<file path="config.mk">
export PLATFORM = sky130hd
export DESIGN_NAME = step_sequencer_flat
export DESIGN_NICKNAME = d
export VERILOG_FILES = /design/src/rtl/seq_pkg.sv /design/src/rtl/step_sequencer_if.sv /design/src/rtl/seq_tempo_timer.sv /design/src/rtl/step_sequencer.sv /design/src/flat_wrapper.sv
export SDC_FILE = /design/constraint.sdc
export NUM_CORES = 1
export LEC_CHECK = 0
export ABC_AREA = 1
export CORE_ASPECT_RATIO = 0.6
export CORE_UTILIZATION = 30
export CTS_CLUSTER_SIZE = 10
export DETAILED_ROUTE_END_ITERATION = 10
export GPL_TIMING_DRIVEN = 0
export SYNTH_ARGS = -nofsm -noshare
export SYNTH_HDL_FRONTEND = slang
export SYNTH_SLANG_ARGS = --single-unit
</file>
<file path="constraint.sdc">
create_clock -name iCLK -period 4.21 [get_ports iCLK]
set_input_delay 0.421 -clock iCLK [delete_from_list [all_inputs] [get_ports iCLK]]
set_output_delay 0.421 -clock iCLK [all_outputs]
set_load 0.03 [all_outputs]
</file>
<file path="src/rtl/seq_pkg.sv">
// rtl/seq_pkg.sv - shared types and tempo helper for the step sequencer
package seq_pkg;

  typedef enum logic [1:0] {
    IDLE  = 2'd0,
    SEEK  = 2'd1,
    FETCH = 2'd2,
    STEP  = 2'd3
  } seq_state_t;

  typedef enum logic {
    RECORD = 1'b0,
    PLAY   = 1'b1
  } seq_mode_t;

  // Step length (in valid cycles minus one) at a given tempo level.
  function automatic longint unsigned step_delay(longint unsigned base, int unsigned level);
    return base << level;
  endfunction

endpackage

</file>
<file path="src/rtl/step_sequencer_if.sv">
// rtl/step_sequencer_if.sv - bar-store handshake between the sequencer and SRAM
interface step_sequencer_if #(
  parameter int STEPS  = 8,
  parameter int NOTE_W = 8,
  parameter int BARS   = 8
);
  logic                        o_signal;
  logic [$clog2(BARS)-1:0]     oBar;
  logic                        i_read_n;
  logic [STEPS*NOTE_W-1:0]     iNote;
  logic [BARS-1:0]             iBarMask;
  logic [STEPS*NOTE_W-1:0]     o_S_Note;

  modport master (
    output o_signal, oBar, o_S_Note,
    input  i_read_n, iNote, iBarMask
  );

  modport slave (
    input  o_signal, oBar, o_S_Note,
    output i_read_n, iNote, iBarMask
  );
endinterface

</file>
<file path="src/rtl/seq_tempo_timer.sv">
// rtl/seq_tempo_timer.sv - tempo level register and per-step valid-cycle counter
module seq_tempo_timer
  import seq_pkg::*;
#(
  parameter int TEMPO_LEVELS = 3,
  parameter int BASE_DELAY   = 2000000,
  parameter int CNT_W        = 32,
  parameter int LVL_W        = $clog2(TEMPO_LEVELS) + 1
) (
  input  logic             iCLK,
  input  logic             iRST,
  input  logic             clear,
  input  logic             run,
  input  logic             valid,
  input  logic             speed_up,
  input  logic             speed_down,
  output logic             step_done,
  output logic [LVL_W-1:0] level
);

  localparam logic [LVL_W-1:0] LVL_MAX = LVL_W'(TEMPO_LEVELS - 1);
  localparam logic [LVL_W-1:0] LVL_RST = (TEMPO_LEVELS > 1) ? LVL_W'(1) : '0;

  logic [CNT_W-1:0] count;
  logic [CNT_W-1:0] delay;
  logic [CNT_W-1:0] delay_up;
  logic [CNT_W-1:0] count_x2;
  logic [CNT_W:0]   count_dbl;
  logic             up_ok;
  logic             dn_ok;

  assign delay    = CNT_W'(step_delay(64'(BASE_DELAY), 32'(level)));
  assign delay_up = CNT_W'(step_delay(64'(BASE_DELAY), 32'(level) + 32'd1));

  // Simultaneous up/down cancel; a pulse at the saturated end is ignored.
  assign up_ok = speed_up && !speed_down && (level != '0);
  assign dn_ok = speed_down && !speed_up && (level != LVL_MAX);

  assign count_dbl = {count, 1'b0};
  assign count_x2  = (count_dbl > {1'b0, delay_up}) ? delay_up : count_dbl[CNT_W-1:0];

  assign step_done = run && valid && (count == delay);

  always_ff @(posedge iCLK or negedge iRST) begin
    if (!iRST) begin
      level <= LVL_RST;
      count <= '0;
    end else begin
      if (up_ok)
        level <= level - LVL_W'(1);
      else if (dn_ok)
        level <= level + LVL_W'(1);

      // Rescaling keeps the elapsed fraction of the step across a tempo change.
      if (clear)
        count <= '0;
      else if (step_done)
        count <= '0;
      else if (up_ok)
        count <= count >> 1;
      else if (dn_ok)
        count <= count_x2;
      else if (run && valid)
        count <= count + CNT_W'(1);
    end
  end

endmodule

</file>
<file path="src/rtl/step_sequencer.sv">
// rtl/step_sequencer.sv - bar recorder/player stepping note enables to the flash player
// Optional SEQ_ONESHOT_EN adds i_oneshot: stop in IDLE after the last bar slot instead of looping.
module step_sequencer
  import seq_pkg::*;
#(
  parameter int STEPS        = 8,
  parameter int NOTE_W       = 8,
  parameter int BARS         = 8,
  parameter int TEMPO_LEVELS = 3,
  parameter int BASE_DELAY   = 2000000,
  parameter int CNT_W        = 32
) (
  input  logic                              iCLK,
  input  logic                              iRST,
  input  logic                              i_mode,
  input  logic                              i_save,
`ifdef SEQ_ONESHOT_EN
  input  logic                              i_oneshot,
`endif
  input  logic                              iFlashValid,
  input  logic                              iSpeedUp,
  input  logic                              iSpeedDown,
  step_sequencer_if.master                  sram,
  output logic [$clog2(STEPS)-1:0]          o_step,
  output logic [NOTE_W-1:0]                 o_music_enb,
  output logic                              o_rst,
  output logic [$clog2(TEMPO_LEVELS):0]     o_level
);

  localparam int STEP_W = $clog2(STEPS);
  localparam int BAR_W  = $clog2(BARS);
  localparam int LVL_W  = $clog2(TEMPO_LEVELS) + 1;
  localparam logic [STEP_W-1:0] STEP_LAST = STEP_W'(STEPS - 1);
  localparam logic [BAR_W-1:0]  BAR_LAST  = BAR_W'(BARS - 1);

  seq_state_t              state, state_d;
  seq_mode_t               mode;
  logic                    mode_q;
  logic                    mode_chg;
  logic                    signal_q, signal_d;
  logic [BAR_W-1:0]        bar_q, bar_d, bar_inc;
  logic [STEP_W-1:0]       step_d;
  logic                    last_step;
  logic [NOTE_W-1:0]       enb_d;
  logic                    rst_d;
  logic [STEPS*NOTE_W-1:0] snote_q, snote_d;
  logic                    tmr_clear;
  logic                    tmr_run;
  logic                    step_done;
  logic [LVL_W-1:0]        level;

  assign mode      = seq_mode_t'(i_mode);
  assign mode_chg  = (i_mode != mode_q);
  assign bar_inc   = (bar_q == BAR_LAST) ? '0 : bar_q + BAR_W'(1);
  assign last_step = (o_step == STEP_LAST);

  seq_tempo_timer #(
    .TEMPO_LEVELS (TEMPO_LEVELS),
    .BASE_DELAY   (BASE_DELAY),
    .CNT_W        (CNT_W),
    .LVL_W        (LVL_W)
  ) u_tempo (
    .iCLK       (iCLK),
    .iRST       (iRST),
    .clear      (tmr_clear),
    .run        (tmr_run),
    .valid      (iFlashValid),
    .speed_up   (iSpeedUp),
    .speed_down (iSpeedDown),
    .step_done  (step_done),
    .level      (level)
  );

  always_ff @(posedge iCLK or negedge iRST) begin
    if (!iRST) begin
      state       <= IDLE;
      mode_q      <= 1'b0;
      signal_q    <= 1'b0;
      bar_q       <= '0;
      o_step      <= '0;
      o_music_enb <= '0;
      o_rst       <= 1'b1;
      snote_q     <= '0;
    end else begin
      state       <= state_d;
      mode_q      <= i_mode;
      signal_q    <= signal_d;
      bar_q       <= bar_d;
      o_step      <= step_d;
      o_music_enb <= enb_d;
      o_rst       <= rst_d;
      snote_q     <= snote_d;
    end
  end

  always_comb begin
    state_d = state;
    bar_d   = bar_q;
    step_d  = o_step;
    if (mode_chg) begin
      state_d = IDLE;
      step_d  = '0;
      if (mode == PLAY)
        bar_d = '0;
    end else begin
      case (state)
        IDLE: begin
          step_d = '0;
          if (mode == RECORD) begin
            if (sram.iNote != '0)
              state_d = STEP;
          end else if (!i_save) begin
            state_d = SEEK;
          end
        end
        SEEK: begin
          if (mode == RECORD)
            state_d = IDLE;
          else if (sram.iBarMask[bar_q])
            state_d = FETCH;
          else
            bar_d = bar_inc;
        end
        FETCH: begin
          if (mode == RECORD) begin
            state_d = IDLE;
          end else if (sram.i_read_n) begin
            state_d = STEP;
            step_d  = '0;
          end
        end
        STEP: begin
          if (mode == RECORD) begin
            if (sram.iNote == '0) begin
              state_d = IDLE;
              step_d  = '0;
            end else if (step_done) begin
              step_d = last_step ? '0 : o_step + STEP_W'(1);
            end
          end else if (step_done) begin
            if (last_step) begin
              step_d  = '0;
              bar_d   = bar_inc;
              state_d = SEEK;
`ifdef SEQ_ONESHOT_EN
              if (i_oneshot && (bar_q == BAR_LAST))
                state_d = IDLE;
`endif
            end else begin
              step_d = o_step + STEP_W'(1);
            end
          end
        end
        default: state_d = IDLE;
      endcase
    end
  end

  // Outputs are derived from the next state so enables line up with o_step.
  always_comb begin
    signal_d  = (state_d == FETCH);
    rst_d     = (state_d != STEP) || step_done;
    enb_d     = '0;
    if (state_d == STEP)
      enb_d = sram.iNote[step_d*NOTE_W +: NOTE_W];
    snote_d   = snote_q;
    if ((mode == RECORD) && !i_save)
      snote_d = sram.iNote;
    tmr_clear = (state_d != STEP);
    tmr_run   = (state == STEP);
  end

  assign sram.o_signal = signal_q;
  assign sram.oBar     = bar_q;
  assign sram.o_S_Note = snote_q;
  assign o_level       = level;

endmodule
</file>
<file path="src/flat_wrapper.sv">
// flat-port wrapper written by rule: the top's interface ports become plain ports
module step_sequencer_flat import seq_pkg::*;
#(
  parameter int STEPS        = 8,
  parameter int NOTE_W       = 8,
  parameter int BARS         = 8,
  parameter int TEMPO_LEVELS = 3,
  parameter int BASE_DELAY   = 2000000,
  parameter int CNT_W        = 32
)
  (iCLK, iRST, i_mode, i_save, iFlashValid, iSpeedUp, iSpeedDown, o_step, o_music_enb, o_rst, o_level, sram_o_signal, sram_oBar, sram_o_S_Note, sram_i_read_n, sram_iNote, sram_iBarMask);
  step_sequencer_if #(.STEPS(STEPS), .NOTE_W(NOTE_W), .BARS(BARS)) sram_i ();
  input  logic iCLK;
  input  logic iRST;
  input  logic i_mode;
  input  logic i_save;
  input  logic iFlashValid;
  input  logic iSpeedUp;
  input  logic iSpeedDown;
  output logic [$clog2(STEPS)-1:0] o_step;
  output logic [NOTE_W-1:0] o_music_enb;
  output logic o_rst;
  output logic [$clog2(TEMPO_LEVELS):0] o_level;
  output wire logic [$bits(sram_i.o_signal)-1:0] sram_o_signal;
  output wire logic [$bits(sram_i.oBar)-1:0] sram_oBar;
  output wire logic [$bits(sram_i.o_S_Note)-1:0] sram_o_S_Note;
  input wire logic [$bits(sram_i.i_read_n)-1:0] sram_i_read_n;
  input wire logic [$bits(sram_i.iNote)-1:0] sram_iNote;
  input wire logic [$bits(sram_i.iBarMask)-1:0] sram_iBarMask;
  assign sram_o_signal = sram_i.o_signal;
  assign sram_oBar = sram_i.oBar;
  assign sram_o_S_Note = sram_i.o_S_Note;
  assign sram_i.i_read_n = sram_i_read_n;
  assign sram_i.iNote = sram_iNote;
  assign sram_i.iBarMask = sram_iBarMask;
  step_sequencer #(.STEPS(STEPS), .NOTE_W(NOTE_W), .BARS(BARS), .TEMPO_LEVELS(TEMPO_LEVELS), .BASE_DELAY(BASE_DELAY), .CNT_W(CNT_W)) u_core (.iCLK(iCLK), .iRST(iRST), .i_mode(i_mode), .i_save(i_save), .iFlashValid(iFlashValid), .iSpeedUp(iSpeedUp), .iSpeedDown(iSpeedDown), .sram(sram_i), .o_step(o_step), .o_music_enb(o_music_enb), .o_rst(o_rst), .o_level(o_level));
endmodule
</file>
# == After elaboration in Yosys (flattened, before gate mapping) ==
# Cells that the tools add are included.
# totals
regBits,118
in_bits,80
elab_cells,99
# op_classes
n_addsub,6
order_cmp,2
eq_ne,17
shift,3
muxes,41
n_bitwise,1
n_reduce_logical,19
# op_table
cell,n
$mux 32,6
$logic_not 64->1,1
$reduce_bool 64->1,1
$shiftx 64x7->8,1
$mux 3,17
$gt 33x32->1,1
$add 32x1->32 const B,1
$eq 32x32->1,1
$shl 21x3->32 const A,1
$shl 21x4->32 const A,1
$mux 2,12
$add 3x1->3 const B,3
$pmux 3 s3,1
$eq 2x2->1 const B,4
$mux 8,1
$ne 2x2->1 const B,4
$pmux 2 s4,1
$logic_and 1x1->1,7
$reduce_and 7->1,1
$eq 3x3->1 const B,2
$ne 3x1->1 const B,2
$ne 3x2->1 const B,2
$pmux 3 s2,1
$reduce_bool 3->1,2
other kinds (13),15

# == Logic depth before layout (Yosys ltp) ==
# logic_depth
depth_word,10
depth_mapped,25
mapped_depth_nobuf,24

# == Hierarchy ==
# Synthesis repeated with hierarchy kept, for this count alone.
# hier_totals
hier_cells,1282
area_unflattened_um2,9261.4
# by_module_without_submodules
mod,n_inst,cells_each,area_per_inst_um2,seq_area_each_um2
seq_tempo_timer,1,821,4954.8,877.1
step_sequencer,1,461,4306.6,2078.2

# == Worst setup path after synthesis ==
# Ideal clock, no wire load.
# synth_path
path_kind,register to register
startpoint,register u_core.u_tempo.level[0]
endpoint,register u_core.u_tempo.count[20]
t_arrival_ns,3.756
slack_ns,0.336
stages_incl_launch_ff,25
n_path_buf,2
path_cell_list,dfstp_2 > ha_1 > inv_1 > ha_1 > clkbuf_1 > nor2_1 > a21oi_1 > or2_2 > ha_1 > nand2_1 > nor2_1 > inv_1 > nor2_1 > inv_1 > a31oi_1 > o21ai_0 > nand3_1 > nand2_1 > buf_2 > nand2_1 > nand2_1 > o21ai_0 > nand2_1 > nand3_1 > nand2_1
# synth_via
elab_chain_len,9
elab_cells_between_ends,21
cone_classes,1 x add/sub; 1 x order compare; 3 x eq/ne; 2 x shift; 9 x mux; 5 x reduce/logical
# synth_lines
element,line,text
start: declaration,seq_tempo_timer.sv:18,output logic [LVL_W-1:0] level
start signal: assignment,seq_tempo_timer.sv:50,level <= level - LVL_W'(1);
start signal: assignment,seq_tempo_timer.sv:52,level <= level + LVL_W'(1);
"parallel branches: the longest is 9 deep, another holds $gt 33x32->1",-,
end signal: assignment,seq_tempo_timer.sv:60,count <= count >> 1;
end signal: assignment,seq_tempo_timer.sv:62,count <= count_x2;
end signal: assignment,seq_tempo_timer.sv:64,count <= count + CNT_W'(1);
end: declaration,seq_tempo_timer.sv:24,logic [CNT_W-1:0] count;
# Several ways; the timed one is not identified.
# A chain may end at the register's enable or synchronous reset.

# == Worst setup path in the final report ==
# layout_path
startpoint,register u_core.u_tempo.level[0]
endpoint,register u_core.u_tempo.count[8]
# Same word-level chain as after synthesis.

==> reports/results.ini <==
[status]
status=finished clean

[placed_design]
portBuffers=162
place_inst=1946
gp_congestion=1.03
hpwl_um=32400
preCtsSetupSlack_ns=-1.08

[worst_setup_path]
required_ns=4.53
critPathKind=reg2reg
rrSetupSlack_ns=0.15
crit_start=u_core.u_tempo.level[0]
path_delay_family=simple AND/OR/NAND/NOR gates
path_cells=ha_4 -> inv_1 -> ha_4 -> nand2_1 -> inv_1 -> a21oi_1 -> nor2_1 -> inv_1 -> ha_1 -> nand4_1 -> nor2_1 -> inv_1 -> a31oi_1 -> o21ai_1 -> nand3_2 -> buf_4 -> nand3_1 -> nand3_1 -> nand3_1 -> nand3_1 -> nand2_1
r2r_start=u_core.u_tempo.level[0]
crit_slowest_cell=dfstp_2
crit_arrival_ns=4.38
critPathMaxStageDelay_ns=0.58
worst-path-max-fanout=10
critPathLaunchType=register
worst_setup_path_end_kind=register
cp_num_buf_inv=5

[final_layout]
mostFrequentLayoutCells=nand2_1 (330), nor2_1 (193), nand3_1 (168), clkdlybuf4s50_1 (161), inv_1 (140)
post-route-util_pct=41.2
drive_above_1_share_pct=8.20
multi_input_area_mm2=0.00530
final_cells=1985
diodes=0
final_common_cell=nand2_1
nFillCells=3102
seqCellArea_mm2=0.00296
final_nets=1697
syn_to_final_growth_pct=33.3

[sta]
finalHoldViolCount=0
rsz0062_at_grt=yes
drv_slew=0
relSlewSlack_pct=20.3
post-route-period-util_pct=96.5
tightest_slew_ns=1.19
timing.final.ws_setup_ns=0.149
fin_skew_ns=0.0163
setup_viol=0
setup_tns_ns=0
fmax_mhz=246
layout_min_cycle_time_ns=4.06

[floorplanning]
rows=48
die_area_mm2=0.0307
core-area_mm2=0.0291
pin_count=163
initial_core_util_pct=30.9
dieWidth_um=226
die_height_um=136

[power]
combPwrFrac_pct=56.2
irDropWorstVdd_uv=299
switching_share_pct=49.0
p_int_mw=3.58
powerDensity_mw_per_mm2=585
leakage_nw=5.61
p_sw_mw=3.44
p_clk_share_pct=23.0
seq_power_share_pct=20.8

[synth]
synth_cell_types=41
synthTopCellsByArea=dfrtp_1 (32%), nand2_1 (14%), nand3_1 (9.5%)
syn_area_mm2=0.00900
synth.avg_cell_area_um2=6.51
synth_largest_area_cell=dfrtp_1
synth_top_area_share_pct=32.3
async_reset_ff_share_pct=100
yosys_warnings=0
synthCells=1383
ys.flop_type=dfrtp_1
yosys_register_bits=118
synth_edf_count=0
synth_nets=1506
ys_seq_area_share_pct=32.8

[cts]
clk_latency_ns=0.44
numCtsBuffers=17
clock-sinks=118
cts_root_buf=clkbuf_16
htreeDepth=4
clkTransAtPathRegs_ns=0.07
cts_tree=built
clk_path_buf_depth=2

[detailed_routing]
wire_per_inst_um=20.5
routed_wirelength_um=40700
drc=0
final_antenna_net_count=0
dr_total_vias=10537
drtIter0Drc=1488
vias_per_cell=5.31
firstDrtPassIters=6

[grt]
grt_pass1_vias=9482
grt_pass1_wl_um=59800
track_usage_pct=26.6
grtUsageMet2_pct=31.0
grt_max_degree=69
use_met3_pct=10.2
antenna_found_initial=1
grt-ovfl-total=0
gr-usage-met1_pct=43.1
top_usage_layer=met1

[worst_hold_path]
min_from=i_mode
hp-class=in2reg

[flow_run]
maxCapViolCount=0

[per-stage QoR]
| step | total power [mW] | hold slack [ns] | instance area [um2] |
|---|---|---|---|
| after global routing | 7.42 | 0.472 | 12000 |
| after CTS | 6.80 | 0.452 | 11900 |
| after detailed placement | 5.02 | 0.428 | 11200 |
| after global placement | 5.01 | 0.496 | 11100 |
| after floorplan | 3.65 | 0.125 | 9000 |
| final | 7.02 | 0.480 | 12000 |
[power groups by stage]
stage | clock network [mW] | logic (mW) | registers (mW)
2_1_floorplan | 0 | 1.97 | 1.68
3_3_place_gp | 0 | 3.54 | 1.47
3_5_place_dp | 0 | 3.55 | 1.47
4_1_cts | 1.64 | 3.71 | 1.45
5_1_grt | 1.69 | 4.25 | 1.48
6_report | 1.61 | 3.95 | 1.46
[flip-flops by register name, summed over array words and instances (netlist names)]
name	count
u_core.u_tempo.count	32
u_core.sram.oBar	3
u_core.o_rst	1
u_core.u_tempo.level	3
u_core.sram.o_S_Note	64
u_core.mode_q	1
u_core.o_step	3
u_core.o_music_enb	8
u_core.state	2
u_core.sram.o_signal	1
[cells in the mapped netlist, drive strengths merged (2+ instances only)]
cell type,n
clkbuf,42
dfrtp,116
nor2,204
buf,26
ha,42
a21o,4
or2,2
nand4,29
o211ai,7
xnor2,2
a21boi,2
a21oi,117
nand3,175
o21ai,73
nand3b,2
inv,148
nand2,337
o22ai,5
mux2,8
dfstp,2
xor2,14
nor3,19
[per-layer routing]
layer | up-vias | share of wire [%]
met2 | 581 | 35
met5 | - | 0
met4 | 0 | 1.1
li1 | 4887 | -
met1 | 5037 | 51
met3 | 32 | 13
[final timing paths]
path,to,cells after the start
hold / removal,u_core.mode_q,1
min in group asynchronous,u_core.u_tempo.level[2],2
setup reg to reg,u_core.u_tempo.count[8],21
max in group asynchronous,u_core.sram.o_S_Note[15],3
hold reg to reg,u_core.sram.o_S_Note[13],1
setup / recovery,u_core.u_tempo.count[8],21
[worst reg2reg max path: stages (launching register included)]
cell and delay (ns):
dfstp_2 0.58, ha_4 0.19, inv_1 0.09, ha_4 0.29, nand2_1 0.05, inv_1 0.13, a21oi_1 0.09, nor2_1 0.32
inv_1 0.13, ha_1 0.31, nand4_1 0.27, nor2_1 0.19, inv_1 0.06, a31oi_1 0.15, o21ai_1 0.09, nand3_2 0.16
buf_4 0.21, nand3_1 0.15, nand3_1 0.14, nand3_1 0.13, nand3_1 0.16, nand2_1 0.06
[kinds of logic after synthesis]
| logic type | share of synthesized area [%] |
|---|---|
| xor+xnor | 1.56 |
| fa+ha+maj | 6.06 |
| buf+inv | 9.56 |
| simple gates | 36.6 |
| mux | 1.11 |
| compound gates | 12.3 |
| flops | 32.8 |
[repair_timing]
| action | 4_1_cts | 5_1_grt |
|---|---|---|
| hold buffers | 1 | 0 |
| cloned | 0 | 0 |
| setup buffers | 4 | 4 |
| pin swaps | 4 | 8 |
| resized for setup | 29 | 33 |
| endpoints found under the setup margin | 31 | 31 |
| hold endpoints to repair | 48 | 0 |
[layout make-up]
cell class              count  area share (%)
plain buffers              68            2.76
clock buffers              19            3.78
clock inverters            11            1.45
inverters                 149            4.66
multi-input cells        1048            44.2
flip-flops and latches    118            24.7
well taps                 400            4.17
repair buffers            172            14.3
(Power assumes the default switching activity.)
